==> config.mk <==
export PLATFORM = sky130hd
export DESIGN_NAME = data_bus_arbiter_flat
export DESIGN_NICKNAME = d
export VERILOG_FILES = /design/src/rtl/data_bus_arbiter_pkg.sv /design/src/rtl/data_bus_arbiter_if.sv /design/src/rtl/data_bus_arbiter_rr_arbiter2.sv /design/src/rtl/data_bus_arbiter.sv /design/src/flat_wrapper.sv
export SDC_FILE = /design/constraint.sdc
export NUM_CORES = 1
export LEC_CHECK = 0
export ABC_AREA = 1
export BUFFER_PORTS_ARGS = -buffer_cell sky130_fd_sc_hd__clkbuf_2
export CORE_AREA = 2 2 122 124
export CTS_CLUSTER_SIZE = 10
export DETAILED_ROUTE_END_ITERATION = 6
export DIE_AREA = 0 0 124 126
export HOLD_SLACK_MARGIN = 0.08
export PLACE_DENSITY_LB_ADDON = 0.12
export SYNTH_ARGS = -nofsm -noshare
export SYNTH_HDL_FRONTEND = slang
export SYNTH_SLANG_ARGS = --single-unit
==> constraint.sdc <==
create_clock -name clock -period 1.85 [get_ports clock]
set_clock_uncertainty 0.2 [all_clocks]
set_input_delay 0.0925 -clock clock [delete_from_list [all_inputs] [get_ports clock]]
set_output_delay 0.0925 -clock clock [all_outputs]
set_load 0.03 [all_outputs]
==> src/rtl/data_bus_arbiter_pkg.sv <==
// data_bus_arbiter_pkg: shared state, requester-index types and helpers for the data bus arbiter
package data_bus_arbiter_pkg;
    localparam int ARB_NUM_REQ = 2;
    typedef enum logic [0:0] {ARB_IDLE, ARB_READ_WAIT} arb_state_e;
    typedef logic [$clog2(ARB_NUM_REQ)-1:0] req_idx_t;
    function automatic logic [31:0] sat_inc(input logic [31:0] v);
        return &v ? v : v + 32'd1;
    endfunction
endpackage

==> src/rtl/data_bus_arbiter_if.sv <==
// data_bus_arbiter_if: requester, memory-bus and optional DATA_BUS_ARBITER_PERF_COUNTERS_EN signals of the arbiter
interface data_bus_arbiter_if #(
    parameter int ADDR_WIDTH = 32,
    parameter int DATA_WIDTH = 32
);
    localparam int BE_WIDTH = DATA_WIDTH / 8;
    logic                  m0_req, m0_write, m0_gnt, m0_read_valid;
    logic [ADDR_WIDTH-1:0] m0_address;
    logic [DATA_WIDTH-1:0] m0_write_data, m0_read_data;
    logic [BE_WIDTH-1:0]   m0_byte_enable;
    logic                  m1_req, m1_write, m1_gnt, m1_read_valid;
    logic [ADDR_WIDTH-1:0] m1_address;
    logic [DATA_WIDTH-1:0] m1_write_data, m1_read_data;
    logic [BE_WIDTH-1:0]   m1_byte_enable;
    logic [ADDR_WIDTH-1:0] bus_address;
    logic [DATA_WIDTH-1:0] bus_write_data, bus_read_data;
    logic [BE_WIDTH-1:0]   bus_byte_enable;
    logic                  bus_read_enable, bus_write_enable;
`ifdef DATA_BUS_ARBITER_PERF_COUNTERS_EN
    logic [31:0]           m0_grant_count, m1_grant_count, contention_count;
`endif
    modport slave (
        input  m0_req, m0_write, m0_address, m0_write_data, m0_byte_enable,
        input  m1_req, m1_write, m1_address, m1_write_data, m1_byte_enable,
        input  bus_read_data,
        output m0_gnt, m0_read_valid, m0_read_data,
        output m1_gnt, m1_read_valid, m1_read_data,
        output bus_address, bus_write_data, bus_byte_enable, bus_read_enable, bus_write_enable
`ifdef DATA_BUS_ARBITER_PERF_COUNTERS_EN
        , output m0_grant_count, m1_grant_count, contention_count
`endif
    );
    modport master (
        output m0_req, m0_write, m0_address, m0_write_data, m0_byte_enable,
        output m1_req, m1_write, m1_address, m1_write_data, m1_byte_enable,
        output bus_read_data,
        input  m0_gnt, m0_read_valid, m0_read_data,
        input  m1_gnt, m1_read_valid, m1_read_data,
        input  bus_address, bus_write_data, bus_byte_enable, bus_read_enable, bus_write_enable
`ifdef DATA_BUS_ARBITER_PERF_COUNTERS_EN
        , input m0_grant_count, m1_grant_count, contention_count
`endif
    );
endinterface

==> src/rtl/data_bus_arbiter_rr_arbiter2.sv <==
// rr_arbiter2: combinational two-way round-robin picker, favouring the requester that did not win last
module rr_arbiter2
    import data_bus_arbiter_pkg::*;
(
    input  logic [ARB_NUM_REQ-1:0] req,
    input  req_idx_t               last_grant,
    output logic [ARB_NUM_REQ-1:0] grant
);
    always_comb grant = &req ? (last_grant[0] ? 2'b01 : 2'b10) : req;
endmodule

==> src/rtl/data_bus_arbiter.sv <==
// data_bus_arbiter: round-robin sharing of the data bus, fixed-latency reads; DATA_BUS_ARBITER_PERF_COUNTERS_EN adds counters
module data_bus_arbiter
    import data_bus_arbiter_pkg::*;
#(
    parameter int ADDR_WIDTH   = 32,
    parameter int DATA_WIDTH   = 32,
    parameter int READ_LATENCY = 1
) (
    input logic              clock,
    input logic              reset,
    data_bus_arbiter_if.slave bus
);
    localparam logic [0:0] IDLE      = ARB_IDLE;
    localparam logic [0:0] READ_WAIT = ARB_READ_WAIT;
    localparam logic [2:0] LATENCY   = 3'(READ_LATENCY);
    logic [0:0]              state;
    logic [2:0]              count;
    req_idx_t                last_grant, read_owner;
    logic [ARB_NUM_REQ-1:0]  req, pick, grant;
    logic                    sel, sel_write, read_valid0, read_valid1;
    logic [ADDR_WIDTH-1:0]   sel_address;
    logic [DATA_WIDTH-1:0]   sel_write_data, read_data0, read_data1;
    logic [DATA_WIDTH/8-1:0] sel_byte_enable;
    assign req = {bus.m1_req, bus.m0_req};
    rr_arbiter2 u_pick (
        .req        (req),
        .last_grant (last_grant),
        .grant      (pick)
    );
    always_comb begin
        grant                = state == IDLE ? pick : '0;
        sel                  = grant[1];
        sel_write            = sel ? bus.m1_write : bus.m0_write;
        sel_address          = sel ? bus.m1_address : bus.m0_address;
        sel_write_data       = sel ? bus.m1_write_data : bus.m0_write_data;
        sel_byte_enable      = sel ? bus.m1_byte_enable : bus.m0_byte_enable;
        bus.m0_gnt           = grant[0];
        bus.m1_gnt           = grant[1];
        bus.bus_write_enable = |grant & sel_write;
        bus.bus_read_enable  = |grant & !sel_write;
        bus.bus_address      = |grant ? sel_address : '0;
        bus.bus_write_data   = |grant ? sel_write_data : '0;
        bus.bus_byte_enable  = |grant ? sel_byte_enable : '0;
        bus.m0_read_valid    = read_valid0;
        bus.m1_read_valid    = read_valid1;
        bus.m0_read_data     = read_data0;
        bus.m1_read_data     = read_data1;
    end
    always_ff @(posedge clock) begin
        if (reset) begin
            state       <= IDLE;
            last_grant  <= 1'b1;
            count       <= '0;
            read_owner  <= '0;
            read_valid0 <= 1'b0;
            read_valid1 <= 1'b0;
            read_data0  <= '0;
            read_data1  <= '0;
        end else begin
            read_valid0 <= 1'b0;
            read_valid1 <= 1'b0;
            if (state == IDLE) begin
                if (|grant) begin
                    last_grant <= sel;
                    if (!sel_write) begin
                        read_owner <= sel;
                        count      <= LATENCY;
                        state      <= READ_WAIT;
                    end
                end
            end else begin
                count <= count - 3'd1;
                // memory data is valid in the cycle the counter steps from 1 to 0
                if (count == 3'd1) begin
                    state <= IDLE;
                    if (read_owner[0]) begin
                        read_data1  <= bus.bus_read_data;
                        read_valid1 <= 1'b1;
                    end else begin
                        read_data0  <= bus.bus_read_data;
                        read_valid0 <= 1'b1;
                    end
                end
            end
        end
    end
`ifdef DATA_BUS_ARBITER_PERF_COUNTERS_EN
    logic [31:0] m0_grants, m1_grants, contentions;
    always_ff @(posedge clock) begin
        if (reset) begin
            m0_grants   <= '0;
            m1_grants   <= '0;
            contentions <= '0;
        end else begin
            m0_grants   <= grant[0] ? sat_inc(m0_grants) : m0_grants;
            m1_grants   <= grant[1] ? sat_inc(m1_grants) : m1_grants;
            contentions <= |(req & ~grant) ? sat_inc(contentions) : contentions;
        end
    end
    assign bus.m0_grant_count   = m0_grants;
    assign bus.m1_grant_count   = m1_grants;
    assign bus.contention_count = contentions;
`endif
endmodule

==> src/flat_wrapper.sv <==
// flat-port wrapper written by rule: the top's interface ports become plain ports
module data_bus_arbiter_flat import data_bus_arbiter_pkg::*;
#(
    parameter int ADDR_WIDTH   = 32,
    parameter int DATA_WIDTH   = 32,
    parameter int READ_LATENCY = 1
)
  (clock, reset, bus_m0_req, bus_m0_write, bus_m0_address, bus_m0_write_data, bus_m0_byte_enable, bus_m1_req, bus_m1_write, bus_m1_address, bus_m1_write_data, bus_m1_byte_enable, bus_bus_read_data, bus_m0_gnt, bus_m0_read_valid, bus_m0_read_data, bus_m1_gnt, bus_m1_read_valid, bus_m1_read_data, bus_bus_address, bus_bus_write_data, bus_bus_byte_enable, bus_bus_read_enable, bus_bus_write_enable);
  data_bus_arbiter_if #(.ADDR_WIDTH(ADDR_WIDTH), .DATA_WIDTH(DATA_WIDTH)) bus_i ();
  input logic clock;
  input logic reset;
  input wire logic [$bits(bus_i.m0_req)-1:0] bus_m0_req;
  input wire logic [$bits(bus_i.m0_write)-1:0] bus_m0_write;
  input wire logic [$bits(bus_i.m0_address)-1:0] bus_m0_address;
  input wire logic [$bits(bus_i.m0_write_data)-1:0] bus_m0_write_data;
  input wire logic [$bits(bus_i.m0_byte_enable)-1:0] bus_m0_byte_enable;
  input wire logic [$bits(bus_i.m1_req)-1:0] bus_m1_req;
  input wire logic [$bits(bus_i.m1_write)-1:0] bus_m1_write;
  input wire logic [$bits(bus_i.m1_address)-1:0] bus_m1_address;
  input wire logic [$bits(bus_i.m1_write_data)-1:0] bus_m1_write_data;
  input wire logic [$bits(bus_i.m1_byte_enable)-1:0] bus_m1_byte_enable;
  input wire logic [$bits(bus_i.bus_read_data)-1:0] bus_bus_read_data;
  output wire logic [$bits(bus_i.m0_gnt)-1:0] bus_m0_gnt;
  output wire logic [$bits(bus_i.m0_read_valid)-1:0] bus_m0_read_valid;
  output wire logic [$bits(bus_i.m0_read_data)-1:0] bus_m0_read_data;
  output wire logic [$bits(bus_i.m1_gnt)-1:0] bus_m1_gnt;
  output wire logic [$bits(bus_i.m1_read_valid)-1:0] bus_m1_read_valid;
  output wire logic [$bits(bus_i.m1_read_data)-1:0] bus_m1_read_data;
  output wire logic [$bits(bus_i.bus_address)-1:0] bus_bus_address;
  output wire logic [$bits(bus_i.bus_write_data)-1:0] bus_bus_write_data;
  output wire logic [$bits(bus_i.bus_byte_enable)-1:0] bus_bus_byte_enable;
  output wire logic [$bits(bus_i.bus_read_enable)-1:0] bus_bus_read_enable;
  output wire logic [$bits(bus_i.bus_write_enable)-1:0] bus_bus_write_enable;
  assign bus_i.m0_req = bus_m0_req;
  assign bus_i.m0_write = bus_m0_write;
  assign bus_i.m0_address = bus_m0_address;
  assign bus_i.m0_write_data = bus_m0_write_data;
  assign bus_i.m0_byte_enable = bus_m0_byte_enable;
  assign bus_i.m1_req = bus_m1_req;
  assign bus_i.m1_write = bus_m1_write;
  assign bus_i.m1_address = bus_m1_address;
  assign bus_i.m1_write_data = bus_m1_write_data;
  assign bus_i.m1_byte_enable = bus_m1_byte_enable;
  assign bus_i.bus_read_data = bus_bus_read_data;
  assign bus_m0_gnt = bus_i.m0_gnt;
  assign bus_m0_read_valid = bus_i.m0_read_valid;
  assign bus_m0_read_data = bus_i.m0_read_data;
  assign bus_m1_gnt = bus_i.m1_gnt;
  assign bus_m1_read_valid = bus_i.m1_read_valid;
  assign bus_m1_read_data = bus_i.m1_read_data;
  assign bus_bus_address = bus_i.bus_address;
  assign bus_bus_write_data = bus_i.bus_write_data;
  assign bus_bus_byte_enable = bus_i.bus_byte_enable;
  assign bus_bus_read_enable = bus_i.bus_read_enable;
  assign bus_bus_write_enable = bus_i.bus_write_enable;
  data_bus_arbiter #(.ADDR_WIDTH(ADDR_WIDTH), .DATA_WIDTH(DATA_WIDTH), .READ_LATENCY(READ_LATENCY)) u_core (.clock(clock), .reset(reset), .bus(bus_i));
endmodule
==> reports/qor.txt <==
Max-Cap Viols: 0
first-pass GRT wire length: 26120 um
GP Congestion: 0.9159
power per cell area: 830.3 mW/mm^2
top-count cell post-synth: nor2_1
# rows: 44
sinks on the clock net: 72
via count: 5244
Via density: 4.733
DP Cell Count: 1030
minimum clock period: 1.983 ns
post-route ant nets: 0
Die Span Y: 126 um
max frequency: 504.3 MHz
GRT Total Usage: 0.2132
DP Wirelength: 12640 um
Worst-Margin Slew: 0.2911 ns
total CTS buffers: 9
crit-path max FO: 6
final setup margin: -0.1329 ns
Setup crit start kind: flop
GRT overflow: 0
critical path arrival: 1.69 ns
Die X: 124 um
Starting Density: 0.2551
Layout Cells excl Fill: 1108
count of final setup violators: 67
Slew Limit Fails: 0
detailed-route wire length per cell: 16.23 um
unrepaired setup endpoints after global routing: yes
worst path cell trace: buf_6 > o21ai_4 > buf_6 > buf_4 > buf_8 > o21ai_1 > nor2_1 > clkbuf_8
initial antenna violation count: 2
sequential share of power: 0.287
CP most frequent cell: buf_6
clock buffer depth: 2
top post-synthesis cells by count: 143 x nor2_1, 75 x nand2_1, 72 x dfxtp_1, 68 x a21oi_1, 67 x nand3_1
Hold WS: 0.1200 ns
Int Pwr: 3.619 mW
Remaining DRCs: 0
Net Sw Frac: 0.3657
final-stage net count: 1093
ys flop type: dfxtp_1
# H-tree levels: 3
status: finished with violations
share of Yosys cell area claimed by the top area cell type: 0.3948
fin crit share: 1.072
top cells by area, synth: dfxtp_1 39%, nor2_1 15%, a21oi_1 9.3%
Core Region: 0.01431 sq mm
post-placement setup slack: -0.06944 ns
DP Area: 0.005429 sq mm
IO Port Bufs: 311
syn_nets: 739
setup TNS: -3.963 ns
Async SR Flop Fraction: 0
Reg clk slew, reported paths: 0.06 ns
crit path kind: reg -> out
power share of the clock group: 0.310
DR pass1 iterations: 5
Critical Path RT: 1.56 ns
Slew Limit Headroom: 0.8059
die area: 0.01562 sq mm
Post-synth EDFFs: 0
share of cells above drive strength 1: 0.4371
CTS tree: done
area grow syn2layout: 88.21%
number of top-level pins: 312
failing checks: negative setup slack
Skew-Pair Late Insertion Delay: 0.33 ns
largest net degree at the start of global routing: 41
max incr delay on CP: 0.37 ns
net switching power: 2.087 mW
flops & latches, synth: 72
clk root buf: clkbuf_16
maximum VDD drop: 0.0003722 V
WL final: 17980 um
post-synth cell types: 21
final hold violation count: 0
Worst Setup End Kind: output port
number of standard cells after synthesis: 563
Static Leak: 3.249 nW
Mapped Area: 0.003651 sq mm
Iter 0 DRT Violations: 252
synth warn: 0
post-synthesis sequential area ratio: 0.3948
Slowest cell on crit path: dfxtp_4
number of global-route vias before repair: 5093
largest area contributor in the synthesized netlist: dfxtp_1
final instance area: 0.006872 sq mm
Combinational Power Share: 0.403
Mean Syn Cell Area: 6.485 sq um
Hold Crit Class: in -> reg
[power groups by stage]
stage / Combinational [mW] / Clock (mW) / Sequential, mW
3_3_place_gp: 1.74 / 0 / 1.67
3_5_place_dp: 1.73 / 0 / 1.67
6_report: 2.30 / 1.77 / 1.64
4_1_cts: 2.12 / 1.82 / 1.64
5_1_grt: 2.45 / 1.90 / 1.64
2_1_floorplan: 1.03 / 0 / 1.73
[state kept, by name, summed over array words and instances, names as in the netlist]
name                      count
u_core.bus.m1_read_valid      1
u_core.last_grant             1
u_core.bus.m1_read_data      32
u_core.read_owner             1
u_core.bus.m0_read_valid      1
u_core.bus.m0_read_data      32
u_core.state                  1
u_core.count                  3
[cell families (layout without fill, tap and decap cells)]
| group | after synthesis | after routing | share of synthesized area |
|---|---|---|---|
| buf+inv | 60 | 418 | 0.08087 |
| fa+ha+maj | 2 | 2 | 0.006853 |
| simple gates | 289 | 290 | 0.3239 |
| flops | 72 | 72 | 0.3948 |
| compound gates | 140 | 140 | 0.1936 |
| other cells | 0 | 2 | 0 |
[metrics by stage]
| stage | util | power [mW] |
|---|---|---|
| after floorplan | - | 2.763 |
| after global placement | 0.3793 | 3.401 |
| after detailed placement | 0.3793 | 3.401 |
| after CTS | 0.4603 | 5.578 |
| after global routing | 0.4801 | 5.992 |
| final | 0.4801 | 5.706 |
[cell usage in the layout (no fill, tap or decap), drive strengths merged]
cell type | synthesis | routed
or2 | 1 | 1
bufinv | 0 | 1
nor2 | 144 | 144
clkbuf | 28 | 271
inv | 11 | 12
o21ai | 71 | 71
buf | 21 | 92
nand2 | 75 | 75
dlygate4sd3 | 0 | 37
diode | 0 | 2
nand3 | 68 | 69
nand4 | 1 | 1
clkinv | 0 | 4
dfxtp | 72 | 72
ha | 2 | 2
clkinvlp | 0 | 1
a21boi | 1 | 1
a21oi | 68 | 68
[timing repair]
action	in CTS	in global routing
hold buffers	36	1
setup buffers	8	5
pin swaps	18	26
gates cloned	4	8
setup endpoints to repair	71	72
gates resized for setup	139	96
hold endpoints to repair	69	1
[cell type report]
cell class	instances	area, sq um
fill	1471	7442
timing repair buffer	391	2786
multi-input combinational	432	2042
sequential	72	1446
tap	184	230.2
clock buffer	9	225.2
clock inverter	7	77.57
inverter	11	58.81
antenna	2	5.005
[worst max-delay path, delay by kind of cell (launching register included)]
family	cells	cell delay [ns]
AO/OA/AOI/OAI	2	0.20
buffers and inverters	5	0.67
AND/OR/NAND/NOR	1	0.12
flip-flops	1	0.37
[final timing paths]
check	startpoint	end	slack, ns	cells past startpoint
min	bus_m1_req	u_core.read_owner	0.12	5
min reg2reg	u_core.bus.m0_read_data[2]	u_core.bus.m0_read_data[2]	0.26	2
max reg2reg	u_core.count[0]	u_core.bus.m0_read_data[29]	0.26	6
max	u_core.state	bus_bus_write_data[22]	-0.13	8
[routing by layer]
layer / GRT usage / share of wire / vias up
li1: - / - / 2576
met1: 0.2524 / 0.40 / 2422
met2: 0.3746 / 0.51 / 218
met3: 0.04484 / 0.068 / 28
met4: 0.07865 / 0.024 / 0
met5: 0 / 0 / -
(Power assumes the default switching activity.)
